### src/rtl/seq_mult_param.sv
// Sequential shift-add multiplier, WIDTH x WIDTH -> 2*WIDTH, one multiplier bit per clock.
// Operands are reduced to magnitudes on acceptance; the sign is reapplied once at the end.
module seq_mult_param #(
    parameter int unsigned WIDTH = 8
) (
    input  logic               clk,
    input  logic               reset_L,
    input  logic               start,
    input  logic               is_signed,
    input  logic [WIDTH-1:0]   A,
    input  logic [WIDTH-1:0]   B,
    output logic               busy,
    output logic               done,
    output logic [2*WIDTH-1:0] out
);

    localparam int unsigned PW = 2 * WIDTH;
    localparam int unsigned CW = $clog2(WIDTH + 1);

    typedef enum logic [1:0] {
        IDLE,
        CALC,
        SIGN,
        DONE
    } state_t;

    state_t          state_q, state_d;
    logic [CW-1:0]   cnt_q, cnt_d;
    logic [WIDTH-1:0] mag_a_q, mag_a_d;
    logic [WIDTH-1:0] mag_b_q, mag_b_d;
    logic            neg_q, neg_d;
    logic [PW-1:0]   acc_q, acc_d;
    logic [PW-1:0]   out_q, out_d;
    logic            busy_q, busy_d;
    logic            done_q, done_d;

    always_comb begin
        state_d = state_q;
        cnt_d   = cnt_q;
        mag_a_d = mag_a_q;
        mag_b_d = mag_b_q;
        neg_d   = neg_q;
        acc_d   = acc_q;
        out_d   = out_q;
        busy_d  = busy_q;
        done_d  = done_q;

        unique case (state_q)
            IDLE: begin
                if (start) begin
                    // -2^(W-1) negates to itself, which read as unsigned is the correct magnitude
                    mag_a_d = (is_signed && A[WIDTH-1]) ? -A : A;
                    mag_b_d = (is_signed && B[WIDTH-1]) ? -B : B;
                    neg_d   = is_signed & (A[WIDTH-1] ^ B[WIDTH-1]);
                    acc_d   = '0;
                    cnt_d   = '0;
                    busy_d  = 1'b1;
                    state_d = CALC;
                end
            end
            CALC: begin
                if (mag_b_q[0]) begin
                    acc_d = acc_q + (PW'(mag_a_q) << cnt_q);
                end
                mag_b_d = mag_b_q >> 1;
                cnt_d   = cnt_q + CW'(1);
                if (cnt_q == CW'(WIDTH - 1)) begin
                    state_d = SIGN;
                end
            end
            SIGN: begin
                out_d   = neg_q ? -acc_q : acc_q;
                busy_d  = 1'b0;
                done_d  = 1'b1;
                state_d = DONE;
            end
            DONE: begin
                if (!start) begin
                    done_d  = 1'b0;
                    state_d = IDLE;
                end
            end
            default: begin
                busy_d  = 1'b0;
                done_d  = 1'b0;
                state_d = IDLE;
            end
        endcase
    end

    always_ff @(posedge clk or negedge reset_L) begin
        if (!reset_L) begin
            state_q <= IDLE;
            cnt_q   <= '0;
            mag_a_q <= '0;
            mag_b_q <= '0;
            neg_q   <= 1'b0;
            acc_q   <= '0;
            out_q   <= '0;
            busy_q  <= 1'b0;
            done_q  <= 1'b0;
        end else begin
            state_q <= state_d;
            cnt_q   <= cnt_d;
            mag_a_q <= mag_a_d;
            mag_b_q <= mag_b_d;
            neg_q   <= neg_d;
            acc_q   <= acc_d;
            out_q   <= out_d;
            busy_q  <= busy_d;
            done_q  <= done_d;
        end
    end

    assign busy = busy_q;
    assign done = done_q;
    assign out  = out_q;

endmodule

### config.mk
export PLATFORM = sky130hd
export DESIGN_NAME = seq_mult_param
export DESIGN_NICKNAME = d
export VERILOG_FILES = /design/src/rtl/seq_mult_param.sv
export SDC_FILE = /design/constraint.sdc
export NUM_CORES = 1
export LEC_CHECK = 0
export BUFFER_PORTS_ARGS = -buffer_cell sky130_fd_sc_hd__buf_2
export CORE_ASPECT_RATIO = 1.4
export CORE_MARGIN = 2
export CORE_UTILIZATION = 45
export DETAILED_ROUTE_END_ITERATION = 7
export PLACE_DENSITY = 0.75
export SETUP_SLACK_MARGIN = 0.02
export SKIP_LAST_GASP = 1
export SLEW_MARGIN = 40
export SYNTH_ARGS = -nofsm -noshare
export SYNTH_HDL_FRONTEND = slang
export SYNTH_SLANG_ARGS = --single-unit
### constraint.sdc
create_clock -name clk -period 3.7 [get_ports clk]
set_input_delay 0.185 -clock clk [delete_from_list [all_inputs] [get_ports clk]]
set_output_delay 0.185 -clock clk [all_outputs]
set_load 0.01 [all_outputs]
==> impl_metrics.csv <==
group,metric,value,unit
global_route,grt_overflow,0,
sta,drv_slew,0,
clock_network,cts_tree,"done",
synth,synthTopCellsByArea,"dfrtp_1, ha_1, o21ai_0",
routing,drcViolationCount,0,
global_route,antenna_found_initial,0,
synth,yosysWarnings,0,
die,die_x,83.9,µm
clock_network,htree_levels,3,
critical_path,slowest_stage,"dfrtp_1",
die,core_area,8660,µm²
die,rows,40,
clock_network,cts_setup_buffers,0,
clock_network,cts_resized,0,
critical_path,crit_start,"cnt_q[0]$_DFFE_PN0P_",
synth,yosysSeqAreaShare,35.5,%
global_route,top_usage_layer,"met2",
global_route,grt_pass1_wl,15.8,mm
finish,fin_util,52.5,%
outcome,status,"complete, no violations",
global_route,grt_max_degree,58,
synth,synthXorXnorAreaFrac,7.41,%
clock_network,clkSinkCount,57,
die,start_util,46.4,%
sta,fin_crit,3330,ps
routing,drtIter0Drc,226,
routing,drt_first_pass_iters,5,
sta,fin_skew,4.86,ps
synth,synthesis.area,4020,µm²
die,die_y,116,µm
synth,synthSimpleGateAreaFrac,17.3,%
global_route,met1_usage,22.5,%
sta,hold_viol_final,0,
synth,synth.avg_cell_area,8.48,µm²
sta,fin_tns_setup,0,ps
sta,fin_crit_sh,90.1,%
critical_path,setup.worst_path.class,"reg2reg",
synth,synth.largest_area_cell,"dfrtp_1",
finish,drive_gt1_share,13.0,%
synth,synth_edf_count,0,
synth,syn_inst,474,
synth,synth_fa_ha_area_share,7.66,%
clock_network,clock-root-buffer,"clkbuf_16",
synth,synth-async-reset-ratio,100,%
die,die-area,9720,µm²
critical_path,path_cells,"buf_4, mux2i_1, nor2_1, a21oi_1, nor3_1, ha_1, and2b_1, o21ai_1, a21o_1, a2111oi_0, or4_1, a32o_1",
global_route,grt_util_met2,37.9,%
placement,dp_hpwl,6.92,mm
synth,synth.ff_latch_count,57,
clock_network,insertion_delay,320,ps
placement,dp_slack,405,ps
clock_network,cts_buffers,9,
sta,rsz0062_at_grt,"no",
placement,gp_congestion,0.945,
sta,setup_viol,0,
routing,ant_nets,0,
clock_network,cts_hold_buf,0,
global_route,grtUsageMet3,3.77,%
routing,routed_wl,9.12,mm
synth,synth_top_family_by_area,"compound AO/OA/AOI/OAI gates",
synth,muxShareOfSynthArea,4.45,%
sta,worst_pin_slew,734,ps
critical_path,required,3910,ps
clock_network,cts_buffer_depth,2,
synth,synth_cell_types,56,
finish,n_antenna_cell,0,
sta,slew_headroom,51.1,%
global_route,grt_pass1_vias,3453,
global_route,grt.total_usage,20.1,%
synth,syn_nets,518,
sta,setup_ws,366,ps
synth,synth_ff_type,"dfrtp_1",
clock_network,cts.clk_slew.worst_paths,50,ps
run,cap_violations,0,
power_and_ir_drop,leakage,2.03,nW
placement,io_buffers,37,
die,ioPinCount,38,
routing,vias,3508,
power_and_ir_drop,powerDensity,876,nW/µm²
finish,nets,548,
hold_path,hold_class,"in2async",
critical_path,r2r-start,"cnt_q[0]$_DFFE_PN0P_",
finish,syn_to_final_growth,13.1,%
critical_path,worst_setup_path_start_kind,"register",
power_and_ir_drop,ir_drop,403,µV
synth,synth_top_area_share,35.5,%
critical_path,critPathMaxFanout,11,
synth,synth-compound-area-share,23.4,%
critical_path,cp_data_arrival_time,3550,ps
routing,viasPerCell,5.73,
critical_path,end_kind,"register",
sta,fmax,300,MHz
routing,avgRoutedWirePerCell,14.9,µm
critical_path,cpPeakStageDelay,550,ps
cells by family after synthesis:
logic type | Yosys count
xor+xnor | 34
flops | 57
simple gates | 147
fa+ha+maj | 24
mux | 15
buf+inv | 44
compound gates | 153
flip-flops by register name (all words and copies together), names as in the netlist:
name,cells
acc_q,16
busy,1
cnt_q,4
done,1
mag_a_q,8
mag_b_q,8
neg_q,1
out,16
state_q,2
worst max-delay path, delay by kind of cell (launching register included):
kind	cells	cell delay, ps
AOI/OAI and AO/OA	5	980
adders and majority gates	1	340
buffers and inverters	1	240
DFF	1	550
muxes	1	260
and+or+nand+nor	4	840
Yosys cell counts, types with 2 or more instances:
| cell type | n |
|---|---|
| a21o_1 | 4 |
| o21bai_1 | 2 |
| xnor2_1 | 14 |
| a31oi_1 | 4 |
| nand2b_1 | 4 |
| nor2_1 | 33 |
| mux2_4 | 2 |
| and3_1 | 2 |
| mux2_1 | 2 |
| nand4_1 | 4 |
| nor2b_1 | 7 |
| o31ai_2 | 2 |
| and2_1 | 5 |
| a32oi_1 | 2 |
| o22ai_1 | 10 |
| dfrtp_1 | 57 |
| ha_1 | 23 |
| nor3_1 | 10 |
| nand2_1 | 53 |
| mux2_2 | 3 |
| a211oi_1 | 2 |
| clkbuf_1 | 19 |
| a221o_1 | 3 |
| xor2_1 | 20 |
| a22o_1 | 4 |
| o21ai_0 | 50 |
| buf_1 | 2 |
| mux2i_1 | 7 |
| or4_1 | 3 |
| o31ai_1 | 6 |
| nand3_1 | 16 |
| o2111a_1 | 2 |
| o41ai_1 | 3 |
| buf_2 | 2 |
| o21ai_1 | 3 |
| or3_1 | 4 |
| a21oi_1 | 46 |
| inv_1 | 20 |
| a32o_1 | 2 |
placed cells by master (no fill, tap or decap), drive strengths merged, types with 5 or more instances in the layout:
cell type	instances
xnor2	14
xor2	20
o21ai	54
buf	43
or3	5
o31ai	8
mux2i	7
nand3	16
nand2	53
nor2	33
a21oi	46
clkbuf	14
o22ai	10
nor3	10
nor2b	7
dfrtp	57
ha	23
and2	5
inv	20
mux2	7
cell type report:
cell class	count	area (µm²)
multi-input combinational	373	2420
clock buffer	14	264
tap	105	131
timing repair buffer	43	230
fill	812	4110
sequential	57	1430
inverter	20	75.1
per-layer routing:
layer / vias up / routed length [µm] / share of wire [%]
li1: 1773 / - / -
met1: 1635 / 3900 / 43
met2: 88 / 4690 / 51
met3: 12 / 342 / 3.8
met4: 0 / 187 / 2.1
met5: - / 0 / 0
worst paths after layout:
check                                          to  slack (ps)  depth (start not counted)
max                         acc_q[12]$_DFFE_PN0P_         370                         12
min                            out[2]$_DFFE_PN0P_           7                          2
max reg2reg                 acc_q[12]$_DFFE_PN0P_         370                         12
min reg2reg                    out[8]$_DFFE_PN0P_         510                          2
max in group asynchronous   acc_q[14]$_DFFE_PN0P_        3210                          2
min in group clk           mag_a_q[7]$_DFFE_PN0P_         140                          3
power breakdown:
part	switching (mW)	total [mW]	internal (mW)
logic	1.22	2.06	0.841
clock network	0.257	0.737	0.480
registers	0.290	1.18	0.893
metrics by stage:
stage	total power [mW]	std cells	hold WS, ps	cell area, µm²
after floorplan	2.72	474	-111	4020
after global placement	3.17	598	362	4280
after detailed placement	3.24	598	372	4280
after CTS	3.99	612	33.4	4550
after global routing	4.33	612	71.4	4550
final	3.98	612	6.69	4550
No activity file was read; power rests on OpenSTA's default activity.
